==> src/rtl/mem_arb_pkg.sv <==
// Shared definitions for the I/D-cache to unified-memory arbiter:
// FSM encoding, region tags and line/address widths.
package mem_arb_pkg;

  localparam int INST_LINE_W = 128;
  localparam int DATA_LINE_W = 32;
  localparam int LINE_ADDR_W = 6;
  localparam int MEM_ADDR_W  = LINE_ADDR_W + 1;

  localparam logic REGION_INST = 1'b1;
  localparam logic REGION_DATA = 1'b0;

  localparam logic LAST_GRANT_I = 1'b1;
  localparam logic LAST_GRANT_D = 1'b0;

  typedef enum logic [1:0] {
    ST_IDLE    = 2'd0,
    ST_GRANT_I = 2'd1,
    ST_GRANT_D = 2'd2,
    ST_RELEASE = 2'd3
  } arb_state_t;

  function automatic logic [MEM_ADDR_W-1:0] mem_line_addr(input logic region,
                                                          input logic [LINE_ADDR_W-1:0] line);
    return {region, line};
  endfunction

endpackage

==> src/rtl/mem_arbiter_if.sv <==
// Bundle of the I-cache miss port, D-cache miss port and unified memory port.
// The slave modport is the arbiter's view; master is the surrounding system.
interface mem_arbiter_if;
  import mem_arb_pkg::*;

  logic                   i_read;
  logic [LINE_ADDR_W-1:0] i_address;
  logic [INST_LINE_W-1:0] i_readdata;
  logic                   i_busywait;

  logic                   d_read;
  logic                   d_write;
  logic [LINE_ADDR_W-1:0] d_address;
  logic [DATA_LINE_W-1:0] d_writedata;
  logic [DATA_LINE_W-1:0] d_readdata;
  logic                   d_busywait;

  logic                   mem_read;
  logic                   mem_write;
  logic [MEM_ADDR_W-1:0]  mem_address;
  logic [INST_LINE_W-1:0] mem_writedata;
  logic [INST_LINE_W-1:0] mem_readdata;
  logic                   mem_busywait;

  modport slave (
    input  i_read, i_address, d_read, d_write, d_address, d_writedata,
    input  mem_readdata, mem_busywait,
    output i_readdata, i_busywait, d_readdata, d_busywait,
    output mem_read, mem_write, mem_address, mem_writedata
  );

  modport master (
    output i_read, i_address, d_read, d_write, d_address, d_writedata,
    output mem_readdata, mem_busywait,
    input  i_readdata, i_busywait, d_readdata, d_busywait,
    input  mem_read, mem_write, mem_address, mem_writedata
  );

endinterface

==> src/rtl/mem_arbiter.sv <==
// Round-robin arbiter sharing one main-memory port between the I-cache and D-cache.
// One transaction at a time; a one-cycle RELEASE lets the winner drop its request.
module mem_arbiter
  import mem_arb_pkg::*;
(
  input logic          i_clk,
  input logic          i_reset,
  mem_arbiter_if.slave bus
);

  arb_state_t r_state;
  arb_state_t w_next_state;

  logic                   r_busy_seen;
  logic                   r_last_grant;
  logic                   r_mem_write;
  logic [MEM_ADDR_W-1:0]  r_mem_address;
  logic [DATA_LINE_W-1:0] r_mem_wdata;
  logic [INST_LINE_W-1:0] r_i_readdata;
  logic [DATA_LINE_W-1:0] r_d_readdata;

  logic w_d_req;
  logic w_done;
  logic w_in_grant;
  logic w_grant_i;
  logic w_grant_d;
  logic w_capture_i;
  logic w_capture_d;

  assign w_d_req    = bus.d_read | bus.d_write;
  assign w_in_grant = (r_state == ST_GRANT_I) | (r_state == ST_GRANT_D);
  // busy_seen guards against a memory that has not yet raised busywait in the first grant cycle
  assign w_done     = r_busy_seen & ~bus.mem_busywait;

  always_ff @(posedge i_clk) begin
    if (i_reset) begin
      r_state <= ST_IDLE;
    end else begin
      r_state <= w_next_state;
    end
  end

  always_comb begin
    w_next_state = r_state;
    w_grant_i    = 1'b0;
    w_grant_d    = 1'b0;
    w_capture_i  = 1'b0;
    w_capture_d  = 1'b0;
    case (r_state)
      ST_IDLE: begin
        if (bus.i_read && w_d_req) begin
          w_grant_d = (r_last_grant == LAST_GRANT_I);
          w_grant_i = (r_last_grant == LAST_GRANT_D);
        end else begin
          w_grant_i = bus.i_read;
          w_grant_d = w_d_req;
        end
        if (w_grant_i) begin
          w_next_state = ST_GRANT_I;
        end else if (w_grant_d) begin
          w_next_state = ST_GRANT_D;
        end
      end
      ST_GRANT_I: begin
        if (w_done) begin
          w_capture_i  = 1'b1;
          w_next_state = ST_RELEASE;
        end
      end
      ST_GRANT_D: begin
        if (w_done) begin
          w_capture_d  = ~r_mem_write;
          w_next_state = ST_RELEASE;
        end
      end
      ST_RELEASE: w_next_state = ST_IDLE;
      default:    w_next_state = ST_IDLE;
    endcase
  end

  // The request is latched at grant so a requester dropping early cannot abort memory
  always_ff @(posedge i_clk) begin
    if (i_reset) begin
      r_busy_seen   <= 1'b0;
      r_last_grant  <= LAST_GRANT_I;
      r_mem_write   <= 1'b0;
      r_mem_address <= '0;
      r_mem_wdata   <= '0;
      r_i_readdata  <= '0;
      r_d_readdata  <= '0;
    end else begin
      if (w_grant_i) begin
        r_mem_address <= mem_line_addr(REGION_INST, bus.i_address);
        r_mem_write   <= 1'b0;
      end
      if (w_grant_d) begin
        r_mem_address <= mem_line_addr(REGION_DATA, bus.d_address);
        r_mem_write   <= bus.d_write;
        r_mem_wdata   <= bus.d_writedata;
      end

      if (!w_in_grant || w_done) begin
        r_busy_seen <= 1'b0;
      end else if (bus.mem_busywait) begin
        r_busy_seen <= 1'b1;
      end

      if (w_capture_i) begin
        r_i_readdata <= bus.mem_readdata;
      end
      if (w_capture_d) begin
        r_d_readdata <= bus.mem_readdata[DATA_LINE_W-1:0];
      end

      if (w_done && (r_state == ST_GRANT_I)) begin
        r_last_grant <= LAST_GRANT_I;
      end else if (w_done && (r_state == ST_GRANT_D)) begin
        r_last_grant <= LAST_GRANT_D;
      end
    end
  end

  assign bus.mem_read      = (r_state == ST_GRANT_I) | ((r_state == ST_GRANT_D) & ~r_mem_write);
  assign bus.mem_write     = (r_state == ST_GRANT_D) & r_mem_write;
  assign bus.mem_address   = r_mem_address;
  assign bus.mem_writedata = {{(INST_LINE_W - DATA_LINE_W){1'b0}}, r_mem_wdata};

  assign bus.i_readdata = r_i_readdata;
  assign bus.d_readdata = r_d_readdata;
  assign bus.i_busywait = bus.i_read & ~((r_state == ST_GRANT_I) & w_done);
  assign bus.d_busywait = w_d_req & ~((r_state == ST_GRANT_D) & w_done);

endmodule

==> src/flat_wrapper.sv <==
// flat-port wrapper written by rule: the top's interface ports become plain ports
module mem_arbiter_flat import mem_arb_pkg::*;
  (i_clk, i_reset, bus_i_read, bus_i_address, bus_d_read, bus_d_write, bus_d_address, bus_d_writedata, bus_mem_readdata, bus_mem_busywait, bus_i_readdata, bus_i_busywait, bus_d_readdata, bus_d_busywait, bus_mem_read, bus_mem_write, bus_mem_address, bus_mem_writedata);
  mem_arbiter_if bus_i ();
  input logic i_clk;
  input logic i_reset;
  input wire logic [$bits(bus_i.i_read)-1:0] bus_i_read;
  input wire logic [$bits(bus_i.i_address)-1:0] bus_i_address;
  input wire logic [$bits(bus_i.d_read)-1:0] bus_d_read;
  input wire logic [$bits(bus_i.d_write)-1:0] bus_d_write;
  input wire logic [$bits(bus_i.d_address)-1:0] bus_d_address;
  input wire logic [$bits(bus_i.d_writedata)-1:0] bus_d_writedata;
  input wire logic [$bits(bus_i.mem_readdata)-1:0] bus_mem_readdata;
  input wire logic [$bits(bus_i.mem_busywait)-1:0] bus_mem_busywait;
  output wire logic [$bits(bus_i.i_readdata)-1:0] bus_i_readdata;
  output wire logic [$bits(bus_i.i_busywait)-1:0] bus_i_busywait;
  output wire logic [$bits(bus_i.d_readdata)-1:0] bus_d_readdata;
  output wire logic [$bits(bus_i.d_busywait)-1:0] bus_d_busywait;
  output wire logic [$bits(bus_i.mem_read)-1:0] bus_mem_read;
  output wire logic [$bits(bus_i.mem_write)-1:0] bus_mem_write;
  output wire logic [$bits(bus_i.mem_address)-1:0] bus_mem_address;
  output wire logic [$bits(bus_i.mem_writedata)-1:0] bus_mem_writedata;
  assign bus_i.i_read = bus_i_read;
  assign bus_i.i_address = bus_i_address;
  assign bus_i.d_read = bus_d_read;
  assign bus_i.d_write = bus_d_write;
  assign bus_i.d_address = bus_d_address;
  assign bus_i.d_writedata = bus_d_writedata;
  assign bus_i.mem_readdata = bus_mem_readdata;
  assign bus_i.mem_busywait = bus_mem_busywait;
  assign bus_i_readdata = bus_i.i_readdata;
  assign bus_i_busywait = bus_i.i_busywait;
  assign bus_d_readdata = bus_i.d_readdata;
  assign bus_d_busywait = bus_i.d_busywait;
  assign bus_mem_read = bus_i.mem_read;
  assign bus_mem_write = bus_i.mem_write;
  assign bus_mem_address = bus_i.mem_address;
  assign bus_mem_writedata = bus_i.mem_writedata;
  mem_arbiter u_core (.i_clk(i_clk), .i_reset(i_reset), .bus(bus_i));
endmodule
==> config.mk <==
export PLATFORM = sky130hd
export DESIGN_NAME = mem_arbiter_flat
export DESIGN_NICKNAME = d
export VERILOG_FILES = /design/src/rtl/mem_arb_pkg.sv /design/src/rtl/mem_arbiter_if.sv /design/src/rtl/mem_arbiter.sv /design/src/flat_wrapper.sv
export SDC_FILE = /design/constraint.sdc
export NUM_CORES = 1
export LEC_CHECK = 0
export CORE_AREA = 4 4 183 185
export DETAILED_ROUTE_END_ITERATION = 7
export DIE_AREA = 0 0 187 189
export HOLD_SLACK_MARGIN = 0.02
export PLACE_DENSITY = 0.62
export SLEW_MARGIN = 20
export SYNTH_ARGS = -nofsm -noshare
export SYNTH_HDL_FRONTEND = slang
export SYNTH_SLANG_ARGS = --single-unit
==> constraint.sdc <==
create_clock -name i_clk -period 1.62 [get_ports i_clk]
set_clock_uncertainty 0.1 [all_clocks]
set_input_delay 0.405 -clock i_clk [delete_from_list [all_inputs] [get_ports i_clk]]
set_output_delay 0.405 -clock i_clk [all_outputs]
set_load 0.01 [all_outputs]
==> flow_metrics.env <==
export IMPL_final_area_mm2=0.01468
export IMPL_drt_pass1_iterations=4
export IMPL_antenna_found_initial=0
export IMPL_cts_max_path_buffers=3
export IMPL_dp_hpwl_um=20760
export IMPL_synth_largest_area_cell="dfxtp_1"
export IMPL_synth_fa_ha_area_share_pct=0.4554
export IMPL_vias=8561
export IMPL_p_per_area_mw_per_mm2=1051
export IMPL_place_area_mm2=0.01236
export IMPL_yosysWarnings=0
export IMPL_synthSimpleGateAreaFrac_pct=18.99
export IMPL_drive_gt1_share_pct=42.75
export IMPL_place_congestion=0.7990
export IMPL_cts_buffers=24
export IMPL_synth_seq_area_share_pct=49.54
export IMPL_status="finished with violations"
export IMPL_cts_root_buf="clkbuf_16"
export IMPL_ios=477
export IMPL_avgSynthCellArea_um2=8.042
export IMPL_rsz0062_at_grt="yes"
export IMPL_grt_pass1_vias=7904
export IMPL_arrival_ps=1500
export IMPL_clock_sinks=204
export IMPL_hold_class="primary input to register"
export IMPL_ys_ff_latch=204
export IMPL_min_period_ps=2009
export IMPL_total_power_mw=15.44
export IMPL_setup_violations_final=162
export IMPL_n_fill_cell=3120
export IMPL_grt_use_total_pct=15.52
export IMPL_cts_tree="yes"
export IMPL_setup_ws_ps=-389.2
export IMPL_netlist_instances=1025
export IMPL_post_place_ws_ps=-870.6
export IMPL_dieArea_mm2=0.03534
export IMPL_routed_wl_um=34020
export IMPL_clkSlewWorstSetupHoldPaths_ps=60
export IMPL_placementRows=66
export IMPL_initial_utilization_pct=25.73
export IMPL_p_leak_nw=5.593
export IMPL_port_buffers=380
export IMPL_path_class="register to output port"
export IMPL_synth_xor_area_share_pct=0
export IMPL_die_h_um=189
export IMPL_drcViolationCount=0
export IMPL_cap_violations=0
export IMPL_drt_iter0_markers=288
export IMPL_fmax_ghz=0.4977
export IMPL_ant_nets=0
export IMPL_drv_slew=0
export IMPL_synth_top_family_by_area="simple AND/OR/NAND/NOR gates"
export IMPL_crit_required_ps=1110
export IMPL_ir_drop_uv=855.5
export IMPL_finalNonFillerCells=1856
export IMPL_crit_fanout=3
export IMPL_synth_edf_count=0
export IMPL_synth_cell_type_count=33
export IMPL_gr_total_overflow=0
export IMPL_nets=1612
export IMPL_startpoint_type="register"
export IMPL_h_tree_depth=1
export IMPL_endpoint_kind="output port"
export IMPL_chipWidth_um=187
export IMPL_wl_per_cell_um=18.33
export IMPL_hold_viol_final=0
export IMPL_async_reset_ff_share_pct=0
export IMPL_synth_area_leaders="dfxtp_1 (50%), nand2_1 (15%), a21oi_1 (12%)"
export IMPL_avgViaCountPerCell=4.613
export IMPL_grt_pass1_wl_um=44770
export IMPL_synthMuxAreaShare_pct=0
export IMPL_n_antenna_cell=0
export IMPL_period_share_pct=124.0
export IMPL_yosysTopAreaCellShare_pct=49.54
export IMPL_synth_most_common_cell="nand2_1"
export IMPL_ys_top_cells_by_count="nand2_1 (322), dfxtp_1 (204), a21oi_1 (193)"
export IMPL_syn2layout_area_growth_pct=78.13
export IMPL_netlist_area_mm2=0.008243
export IMPL_clock_latency_ps=520
export IMPL_core_area_mm2=0.03204
export IMPL_synth_ff_type="dfxtp_1"
export IMPL_ctsHoldBuffers=0
export IMPL_failed_checks="setup timing"
export IMPL_placed_cells=1776
export IMPL_synth_compound_area_share_pct=17.09
export IMPL_grt_max_degree=66
worst paths after layout:
kind	cells after the start	to	startpoint	slack, ps
setup / recovery	5	bus_i_busywait	u_core.r_state[0]	-390
hold / removal	2	u_core.r_busy_seen	i_reset	120
setup reg to reg	10	u_core.bus.i_readdata[89]	u_core.r_state[0]	-180
hold reg to reg	2	u_core.bus.i_readdata[44]	u_core.bus.i_readdata[44]	350
stage by stage:
step	utilization [%]	TNS, ps	hold slack, ps
final	45.83	-12660	122.6
after global routing	45.83	-28060	122.7
after CTS	41.38	-14480	93.16
after detailed placement	38.59	-84270	345.3
after global placement	38.59	-76210	341.2
after floorplan	-	0	358.4
critical path, stage by stage, from the launching register on:
cell      delay, ps
dfxtp_2         340
buf_6           100
ha_4            140
nand3b_1        120
and2_4          170
buf_6           110
per-layer routing:
layer  part of all wire [%]  global-route usage, %  up-vias
li1                       -                      -     4059
met5                      0                      0        -
met1                     41                  18.25     4104
met3                    8.1                  5.310       50
met2                     49                  27.14      348
met4                    2.3                  4.152        0
registers in the layout, summed over array words and instances (netlist names):
name                    cells
u_core.r_mem_write          1
u_core.bus.i_readdata     128
u_core.r_mem_wdata         32
u_core.r_last_grant         1
u_core.bus.mem_address      7
u_core.bus.d_readdata      32
u_core.r_state              2
u_core.r_busy_seen          1
cells in the final DEF, fill, tap and decap left out, types with 3 or more instances in the layout:
| master | synthesis | routed |
|---|---|---|
| buf_4 | 102 | 39 |
| conb_1 | 1 | 96 |
| nand2_4 | 0 | 92 |
| buf_6 | 0 | 8 |
| a21o_1 | 3 | 3 |
| clkbuf_8 | 0 | 8 |
| ha_4 | 0 | 3 |
| buf_2 | 47 | 112 |
| clkdlybuf4s15_2 | 0 | 36 |
| clkdlybuf4s50_1 | 0 | 176 |
| dfxtp_2 | 0 | 53 |
| nor2_1 | 9 | 8 |
| o31ai_1 | 38 | 12 |
| clkinv_2 | 0 | 3 |
| nand4_1 | 38 | 38 |
| clkdlybuf4s15_1 | 0 | 13 |
| o31ai_4 | 0 | 3 |
| nand2_1 | 322 | 222 |
| a311oi_1 | 6 | 6 |
| buf_12 | 0 | 25 |
| inv_1 | 5 | 4 |
| clkbuf_16 | 0 | 37 |
| clkbuf_1 | 30 | 5 |
| clkbuf_2 | 0 | 37 |
| a21oi_1 | 193 | 83 |
| dfxtp_1 | 204 | 151 |
| a21oi_2 | 0 | 109 |
| buf_16 | 0 | 5 |
| o31ai_2 | 0 | 23 |
| nand2_2 | 0 | 8 |
layout make-up:
cell class / count / area (um2) / share of cell area, %
Multi-Input combinational cell: 729 / 4738 / 32.27
Clock buffer: 38 / 754.5 / 5.138
Inverter: 6 / 27.53 / 0.1875
Clock inverter: 5 / 75.07 / 0.5113
Sequential cell: 204 / 4150 / 28.27
Tap cell: 408 / 510.5 / 3.477
Timing Repair Buffer: 466 / 4427 / 30.15
power breakdown:
part / internal [mW] / switching, mW / leakage (nW)
Combinational: 1.96 / 2.19 / 3.50
Clock: 3.49 / 2.14 / 0.411
Sequential: 5.41 / 0.242 / 1.68
Total: 10.9 / 4.58 / 5.59
logic make-up (layout without fill, tap and decap cells):
family                     count (synthesis)  in the layout
and+or+nand+nor                          380            380
adders and majority gates                  3              3
DFF                                      204            204
buffers and inverters                    187            515
AOI/OAI and AO/OA                        250            250
other                                      1             96
timing repair:
item | 4_1_cts | 5_1_grt
setup buffers | 2 | 13
setup endpoints to repair | 355 | 306
resized for setup | 644 | 499
pin swaps | 6 | 219
gates cloned | 4 | 19
(Power assumes the default switching activity.)
